$ cat src/rtl/dma_chain_ctrl.sv
// Purpose: descriptor-chain sequencer that programs the tiny DMA one descriptor at a time and polls its status.
// Latency: own register reads return 1 cycle after io_radr; minimum 7 cycles per valid descriptor.
// Backpressure: none; CPU writes to DMA registers during a chain write burst are dropped and flagged as collide.
// Optional macro DMA_CHAIN_IRQ_EN adds the level interrupt output chain_irq.
module dma_chain_ctrl #(
    parameter int          NDESC      = 4,
    parameter logic [13:0] CHAIN_BASE = 14'h3FC0
) (
    input  logic        clk,
    input  logic        rst_n,
    input  logic        rst_pipe,
    input  logic        io_we,
    input  logic [13:0] io_wadr,
    input  logic [15:0] io_wdata,
    input  logic [13:0] io_radr,
    input  logic [15:0] io_rdata_in,
    output logic [15:0] io_rdata,
    output logic        dma_io_we,
    output logic [13:0] dma_io_wadr,
    output logic [15:0] dma_io_wdata,
    output logic [13:0] dma_io_radr,
    input  logic [15:0] dma_io_rdata
`ifdef DMA_CHAIN_IRQ_EN
    ,
    output logic        chain_irq
`endif
);

    localparam logic [13:0] CTRL_ADR = CHAIN_BASE + 14'h20;
    localparam logic [13:0] DESC_END = CHAIN_BASE + 14'(4 * NDESC);
    localparam logic [13:0] DMA_ST   = 14'h3FF0;
    localparam logic [13:0] DMA_IO   = 14'h3FF1;
    localparam logic [13:0] DMA_ME   = 14'h3FF2;
    localparam logic [13:0] DMA_CN   = 14'h3FF3;
    localparam logic [2:0]  LMAX     = 3'(NDESC - 1);

    typedef enum logic [3:0] {
        S_IDLE, S_W_IO, S_W_ME, S_W_CN, S_W_ST, S_POLL_A, S_POLL_C, S_NEXT, S_DONE
    } state_t;

    state_t      state;
    logic [2:0]  idx;
    logic [2:0]  last;
    logic        busy;
    logic        abort_pend;
    logic        done;
    logic        err;
    logic        collide;
    logic        out_en;

    logic [15:0] d_io  [NDESC];
    logic [15:0] d_me  [NDESC];
    logic [12:0] d_cn  [NDESC];
    logic [1:0]  d_dir [NDESC];

    logic        own_hit_q;
    logic [15:0] own_val_q;

    // status bits of the DMA are the only part of its read data this block looks at
    logic [13:0] unused_rdata;
    assign unused_rdata = dma_io_rdata[15:2];

    logic [4:0]  w_off;
    logic [4:0]  r_off;
    logic        desc_wr;
    logic        ctrl_we;
    logic        cpu_dma_we;
    logic        w_state;
    logic [2:0]  lreq;
    logic [2:0]  lclamp;
    logic        start_req;
    logic        finish;
    logic        done_entry;
    logic        launch;
    logic [2:0]  nxt_idx;
    logic [1:0]  nxt_dir;
    logic        nxt_ok;
    logic        err_set;
    logic [15:0] cur_io;
    logic [15:0] cur_me;
    logic [12:0] cur_cn;
    logic [1:0]  cur_dir;
    logic        own_hit;
    logic [15:0] own_val;
    logic [15:0] status;

    assign w_off      = 5'(io_wadr - CHAIN_BASE);
    assign r_off      = 5'(io_radr - CHAIN_BASE);
    assign desc_wr    = io_we && !busy && (io_wadr >= CHAIN_BASE) && (io_wadr < DESC_END);
    assign ctrl_we    = io_we && (io_wadr == CTRL_ADR);
    assign cpu_dma_we = io_we && (io_wadr >= DMA_ST) && (io_wadr <= DMA_CN);
    assign w_state    = (state == S_W_IO) || (state == S_W_ME) || (state == S_W_CN) || (state == S_W_ST);
    assign lreq       = io_wdata[6:4];
    assign lclamp     = (lreq > LMAX) ? LMAX : lreq;
    assign start_req  = ctrl_we && io_wdata[0] && !busy;
    assign finish     = (idx == last) || abort_pend;
    assign done_entry = (state == S_NEXT) && finish;
    assign launch     = ((state == S_IDLE) && start_req) || ((state == S_NEXT) && !finish);
    assign nxt_idx    = (state == S_IDLE) ? 3'd0 : idx + 3'd1;
    assign nxt_ok     = (nxt_dir == 2'd1) || (nxt_dir == 2'd2);
    assign err_set    = launch && !nxt_ok;
    assign status     = {8'd0, idx, collide, err, done, abort_pend, busy};

    // descriptor selection: current descriptor for the write burst, next one for the direction check
    always_comb begin
        cur_io  = '0;
        cur_me  = '0;
        cur_cn  = '0;
        cur_dir = '0;
        nxt_dir = '0;
        for (int i = 0; i < NDESC; i++) begin
            if (idx == 3'(i)) begin
                cur_io  = d_io[i];
                cur_me  = d_me[i];
                cur_cn  = d_cn[i];
                cur_dir = d_dir[i];
            end
            if (nxt_idx == 3'(i)) nxt_dir = d_dir[i];
        end
    end

    // own register read decode: STATUS and descriptor words
    always_comb begin
        own_hit = 1'b0;
        own_val = '0;
        if (io_radr == CTRL_ADR) begin
            own_hit = 1'b1;
            own_val = status;
        end else if ((io_radr >= CHAIN_BASE) && (io_radr < DESC_END)) begin
            own_hit = 1'b1;
            for (int i = 0; i < NDESC; i++) begin
                if (r_off[4:2] == 3'(i)) begin
                    case (r_off[1:0])
                        2'd0:    own_val = d_io[i];
                        2'd1:    own_val = d_me[i];
                        2'd2:    own_val = {3'd0, d_cn[i]};
                        default: own_val = {14'd0, d_dir[i]};
                    endcase
                end
            end
        end
    end

    // descriptor storage survives a pipeline reset; only the hard reset clears it
    always_ff @(posedge clk or negedge rst_n) begin
        if (!rst_n) begin
            for (int i = 0; i < NDESC; i++) begin
                d_io[i]  <= '0;
                d_me[i]  <= '0;
                d_cn[i]  <= '0;
                d_dir[i] <= '0;
            end
        end else if (desc_wr) begin
            for (int i = 0; i < NDESC; i++) begin
                if (w_off[4:2] == 3'(i)) begin
                    case (w_off[1:0])
                        2'd0:    d_io[i]  <= io_wdata;
                        2'd1:    d_me[i]  <= io_wdata;
                        2'd2:    d_cn[i]  <= io_wdata[12:0];
                        default: d_dir[i] <= io_wdata[1:0];
                    endcase
                end
            end
        end
    end

    // registered own-read path and the output enable that holds the DMA port at zero through reset
    always_ff @(posedge clk or negedge rst_n) begin
        if (!rst_n) begin
            own_hit_q <= 1'b0;
            own_val_q <= '0;
            out_en    <= 1'b0;
        end else begin
            own_hit_q <= own_hit && !rst_pipe;
            own_val_q <= rst_pipe ? 16'h0 : own_val;
            out_en    <= !rst_pipe;
        end
    end

    // chain sequencer: control/status flags and descriptor walk
    always_ff @(posedge clk or negedge rst_n) begin
        if (!rst_n) begin
            state      <= S_IDLE;
            idx        <= '0;
            last       <= '0;
            busy       <= 1'b0;
            abort_pend <= 1'b0;
            done       <= 1'b0;
            err        <= 1'b0;
            collide    <= 1'b0;
        end else if (rst_pipe) begin
            state      <= S_IDLE;
            idx        <= '0;
            last       <= '0;
            busy       <= 1'b0;
            abort_pend <= 1'b0;
            done       <= 1'b0;
            err        <= 1'b0;
            collide    <= 1'b0;
        end else begin
            if (ctrl_we && io_wdata[2]) begin
                done    <= 1'b0;
                err     <= 1'b0;
                collide <= 1'b0;
            end
            if (ctrl_we && io_wdata[1] && busy) abort_pend <= 1'b1;
            if (cpu_dma_we && w_state) collide <= 1'b1;
            if (err_set) err <= 1'b1;
            case (state)
                S_IDLE: begin
                    if (start_req) begin
                        busy <= 1'b1;
                        idx  <= '0;
                        last <= lclamp;
                    end
                end
                S_W_IO:   state <= S_W_ME;
                S_W_ME:   state <= S_W_CN;
                S_W_CN:   state <= S_W_ST;
                S_W_ST:   state <= S_POLL_A;
                S_POLL_A: state <= S_POLL_C;
                S_POLL_C: state <= (dma_io_rdata[1:0] != 2'd0) ? S_POLL_A : S_NEXT;
                S_NEXT: begin
                    if (done_entry) state <= S_DONE;
                    else            idx   <= nxt_idx;
                end
                S_DONE: begin
                    done       <= 1'b1;
                    busy       <= 1'b0;
                    abort_pend <= 1'b0;
                    state      <= S_IDLE;
                end
                default: state <= S_IDLE;
            endcase
            // a descriptor with an invalid direction goes straight to NEXT without touching the DMA
            if (launch) state <= nxt_ok ? S_W_IO : S_NEXT;
        end
    end

    // DMA port: chain owns the write side in W_* states and the read address in POLL_A
    always_comb begin
        dma_io_we    = out_en && io_we;
        dma_io_wadr  = out_en ? io_wadr : 14'h0;
        dma_io_wdata = out_en ? io_wdata : 16'h0;
        dma_io_radr  = out_en ? io_radr : 14'h0;
        case (state)
            S_W_IO: begin
                dma_io_we    = 1'b1;
                dma_io_wadr  = DMA_IO;
                dma_io_wdata = cur_io;
            end
            S_W_ME: begin
                dma_io_we    = 1'b1;
                dma_io_wadr  = DMA_ME;
                dma_io_wdata = cur_me;
            end
            S_W_CN: begin
                dma_io_we    = 1'b1;
                dma_io_wadr  = DMA_CN;
                dma_io_wdata = {3'd0, cur_cn};
            end
            S_W_ST: begin
                dma_io_we    = 1'b1;
                dma_io_wadr  = DMA_ST;
                dma_io_wdata = {14'd0, cur_dir};
            end
            S_POLL_A: dma_io_radr = DMA_ST;
            default: ;
        endcase
    end

    assign io_rdata = own_hit_q ? own_val_q : io_rdata_in;

`ifdef DMA_CHAIN_IRQ_EN
    logic irq;

    // level interrupt: raised on chain completion or a bad descriptor, dropped by the flag-clear bit
    always_ff @(posedge clk or negedge rst_n) begin
        if (!rst_n) begin
            irq <= 1'b0;
        end else if (rst_pipe) begin
            irq <= 1'b0;
        end else if (err_set || done_entry) begin
            irq <= 1'b1;
        end else if (ctrl_we && io_wdata[2]) begin
            irq <= 1'b0;
        end
    end

    assign chain_irq = irq;
`endif

endmodule
$ cat config.mk
export PLATFORM = sky130hd
export DESIGN_NAME = dma_chain_ctrl
export DESIGN_NICKNAME = d
export VERILOG_FILES = /design/src/rtl/dma_chain_ctrl.sv
export SDC_FILE = /design/constraint.sdc
export NUM_CORES = 1
export LEC_CHECK = 0
export CORE_MARGIN = 1
export CORE_UTILIZATION = 59
export DETAILED_ROUTE_END_ITERATION = 12
export PLACE_DENSITY = 0.85
export SLEW_MARGIN = 30
export SYNTH_ARGS = -nofsm -noshare
export SYNTH_HDL_FRONTEND = slang
export SYNTH_SLANG_ARGS = --single-unit
$ cat constraint.sdc
create_clock -name clk -period 4.9 [get_ports clk]
set_input_delay 1.47 -clock clk [delete_from_list [all_inputs] [get_ports clk]]
set_output_delay 1.47 -clock clk [all_outputs]
set_load 0.02 [all_outputs]
# ---- After elaboration in Yosys (flattened, before gate mapping)
# Cells that the tools add are included.
dict set report classes {
  n_addsub 3
  magnitude_cmp 7
  n_eq_ne 33
  n_mux 69
  bitwise_logic 1
  reduce_logical 67
}
# op count
set op_table {}
lappend op_table {{$mux 16} 17}
lappend op_table {{$pmux 16 s3} 4}
lappend op_table {{$pmux 16 s4} 1}
lappend op_table {{$pmux 14 s4} 1}
lappend op_table {{$mux 13} 4}
lappend op_table {{$reduce_and 3->1} 17}
lappend op_table {{$ge 14x14->1 const B} 3}
lappend op_table {{$mux 14} 3}
lappend op_table {{$pmux 4 s8} 1}
lappend op_table {{$eq 14x14->1 const B} 2}
lappend op_table {{$lt 14x14->1 const B} 2}
lappend op_table {{$mux 3} 9}
lappend op_table {{$eq 3x2->1 const B} 8}
lappend op_table {{$logic_and 1x1->1} 19}
lappend op_table {{$mux 2} 9}
lappend op_table {{$reduce_bool 3->1} 6}
lappend op_table {{$eq 4x3->1 const B} 4}
lappend op_table {{$mux 1} 15}
lappend op_table {{$le 14x14->1 const B} 1}
lappend op_table {{$eq 3x1->1 const B} 4}
lappend op_table {{$logic_not 3->1} 4}
lappend op_table {{$mux 4} 3}
lappend op_table {{$sub 5x1->5 const B} 2}
lappend op_table {{$ne 3x3->1 const B} 3}
lappend op_table {{20 further kinds} 38}
dict set report word_totals {
  reg_bits 221
  output_inout_bits 61
  elab_cells 207
}

# ---- Logic depth before layout (Yosys ltp)
dict set report logic_depth {
  word_depth 13
  ltp_mapped 11
  ltp_nobuf 7
}

# ---- Worst setup path before layout
# Ideal clock, no wire load.
dict set report synth_timing {
  path_kind {input to output}
  from {in io_radr[2]}
  to {out dma_io_radr[2]}
  arrival_ns 2.640
  t_required_ns 3.430
  setup_slack_ns 0.790
  cell_stages 4
  n_path_buf 3
  path_cell_list {clkbuf_1 > buf_1 > buf_1 > and3_1}
}
dict set report synth_between {
  elab_chain_cells 2
}
# item line
set synth_rtl {}
lappend synth_rtl {{start, declared} 15} ;# input logic [13:0] io_radr,
lappend synth_rtl {{$mux 14} 245} ;# dma_io_radr = out_en ? io_radr : 14'h0;
lappend synth_rtl {{$mux 14} 246} ;# case (state)
lappend synth_rtl {{end, declared} 21} ;# output logic [13:0] dma_io_radr,
# Every way passes these cells.

# ---- Worst setup path in the final report
dict set report layout_timing {
  from {reg idx[0]}
  to {out dma_io_wdata[0]}
}
dict set report layout_between {
  elab_chain_cells 6
  word_cells_on_any_way 21
  classes_between {eq/ne (3); mux (17); reduce/logical (1)}
}
# item line
set layout_rtl {}
lappend layout_rtl {{start, declared} 42} ;# logic [2:0] idx;
lappend layout_rtl {{start signal, assigned} 225} ;# else idx <= nxt_idx;
lappend layout_rtl {{$logic_not 3->1} 112} ;# if (idx == 3'(i)) begin
lappend layout_rtl {{$mux 2 (tied with other cells) (4 in series)} 112}
lappend layout_rtl {{$pmux 16 s4 *} 246}
lappend layout_rtl {{end, declared} 20} ;# output logic [15:0] dma_io_wdata,
# Mark *: on every way between the ends. The rest lies on a longest branch, timed or not.

==> summary.txt <==
Layout cell share with drive strength beyond 1 - 28.3%
Unique masters post-synth - 56
Final hold vios - 0
Input/output buffers - 126
Overall Global Routing Usage - 35.3%
WL met2 - 17500 um
Status - complete, but fails checks
CTS Sinks - 221
Worst vdd ir - 0.250 mV
Setup crit end kind - output pin
Crit path required time - 3.43 ns
Layout area overhead - 20.7%
Measured slew at the worst slew-check pin - 1.02 ns
Detailed-router iteration count before antenna repair - 7
Met3 WL post-DR - 4350 um
Post-synthesis sequential area ratio - 44.8%
Mapped cell area - 0.0123 mm2
Number of global-route vias before repair - 10200
Slew Limit Fails - 0
# setup viols final - 1
FF-to-FF Start - busy
Hold_sp - d_cn[43]
Failing checks - negative setup slack
HP Class - reg -> reg
Number of routed nets with antenna violations - 0
Most frequent cells after synthesis - dfrtp_1, mux2_2, nand2_1
F_max - 0.203 GHz
Initial antenna violation count - 2
Fillcell total - 1325
Cts bufs inserted - 24
Mean area per synthesized cell - 11.1 um2
Avg WL per Cell - 25.3 um
Leading area contributor after synthesis - dfrtp_1
Critical path data arrival time - 3.45 ns
Worst-path maximum fanout - 17
Clock Pin Slew Worst Setup and Hold Paths - 0.06 ns
Die area - 0.0215 mm2
Vias post-DR - 10300
Core region area - 0.0204 mm2
Vias per std cell - 6.86
Synth Net Count - 1193
R2R depth - 5
Syn Inst Count - 1108
Hold depth - 1
Die Wd - 147 um
H-tree Lvls - 1
DRC Markers - 0
Total leakage power - 6.90 nW
Diode count - 0
Post-route cell area - 0.0149 mm2
Synth Flop Type - dfrtp_1
Placed instance area - 0.0140 mm2
Root buf cell - clkbuf_16
WL met1 - 13900 um
Fin worst setup slack - -0.0217 ns
RSZ-0062 raised after global routing - no
Final core occ - 73.1%
Congestion Overflow GR - 0
Ys Warns - 0
Total wire length - 38100 um
CP startpoint - idx[0]
# rows - 52
Most numerous cell in the Yosys netlist - dfrtp_1
Global-route wire length before repair - 58200 um
Synth top area cells - dfrtp_1, mux2_2, mux2i_1
Hpwl dp - 24100 um
Nets - 1306
Final Critical Period - 4.92 ns
Routability cong. - 0.934
Slew Limit Headroom - 32.0%
Startpoint types - register
Starting Density - 60.6%
Worst Skew - 0.00654 ns
TritonCTS clock tree - done
Top-area cell type share of the netlist area - 44.8%
# IOs - 141
Post-synth EDFFs - 0
Max cap viols - 0
Iter 0 DRT Violations - 1108
Power per cell area - 279 mW/mm2
Clock Path Buffers - 3
Crit share post-route - 100%
Largest net degree at the start of global routing - 116
Highest layer used for signal routing - met5
Worst-Skew Late Latency - 0.53 ns
Die H - 147 um
CP Class - reg -> out
Yosys reg bits - 221
Async S/R FF share, synth - 100%
[metrics by stage]
stage / TNS [ns] / std cells / hold WS (ns) / worst slack, ns / total power [mW]
2_1_floorplan: 0 / 1108 / 0.443 / 0.790 / 2.01
3_3_place_gp: 0 / 1463 / 0.499 / 0.487 / 2.21
3_5_place_dp: 0 / 1463 / 0.508 / 0.476 / 2.21
4_1_cts: 0 / 1506 / 0.526 / 0.163 / 4.15
5_1_grt: 0 / 1508 / 0.539 / 0.0158 / 4.25
6_report: -0.0217 / 1508 / 0.529 / -0.0217 / 4.15
[metal layers]
layer	track usage (%)	vias up
li1	-	4371
met3	9.63	180
met4	20.4	4
met5	0	-
met1	44.2	5091
met2	55.2	698
[worst max-delay path, cell delays in order, from the launching register on]
cell and delay (ns):
dfrtp_1 0.36, buf_4 0.18, ha_1 0.16, ha_1 0.28
buf_4 0.31, clkinvlp_2 0.34, buf_4 0.25, o22ai_1 0.26
a2111o_1 0.17, clkdlybuf4s50_1 0.60
[cells in the final DEF, fill, tap and decap left out, types with 37 or more instances in the layout]
master and count:
mux2i_1 51, o21ai_0 45, mux2_2 195, a22o_1 37, clkdlybuf4s50_1 123, nor2_1 60, nand2_1 85, dfrtp_1 221
buf_4 63
[registers in the layout, summed over array words and instances, names as in the netlist]
signal      flops
out_en          1
own_val_q      16
done            1
state           4
d_io           64
last            3
idx             3
err             1
collide         1
abort_pend      1
d_cn           52
d_me           64
busy            1
own_hit_q       1
d_dir           8
[logic make-up (layout without fill, tap and decap cells)]
| group | count (synthesis) | count (layout) | synth area share [%] |
|---|---|---|---|
| and+or+nand+nor | 225 | 225 | 8.51 |
| adders and majority gates | 5 | 5 | 0.507 |
| xor gates and xnor gates | 8 | 8 | 0.568 |
| muxes | 277 | 277 | 26.5 |
| DFF | 221 | 221 | 44.8 |
| buffers and inverters | 114 | 244 | 3.74 |
| AOI/OAI and AO/OA | 258 | 258 | 15.4 |
[area by class of cell]
class	instances	area [um2]	share of cell area, %
Tap cell	270	338	2.27
Sequential cell	221	5530	37.1
Inverter	11	45.0	0.302
Clock buffer	30	694	4.66
Timing Repair Buffer	189	1740	11.7
Clock inverter	13	174	1.17
Timing Repair inverter	1	5.00	0.0336
Multi-Input combinational cell	773	6370	42.8
[worst paths after layout]
kind	to	slack (ns)
hold reg to reg	d_cn[43]	0.53
setup / recovery	dma_io_wdata[0]	-0.02
min in group asynchronous	own_val_q[8]	0.99
max in group asynchronous	d_io[33]	2.90
hold / removal	d_cn[43]	0.53
setup reg to reg	d_cn[47]	2.29
[report_power, final]
part           internal [mW]  switching [mW]  total, mW
Sequential              1.83         0.00176       1.83
Clock                   1.21           0.758       1.97
Combinational          0.148           0.205      0.354
[what timing repair did]
action	CTS	global route
hold buffers	0	0
endpoints found under the setup margin	0	2
setup buffers	0	1
gates resized for setup	0	2
(Power assumes the default switching activity.)
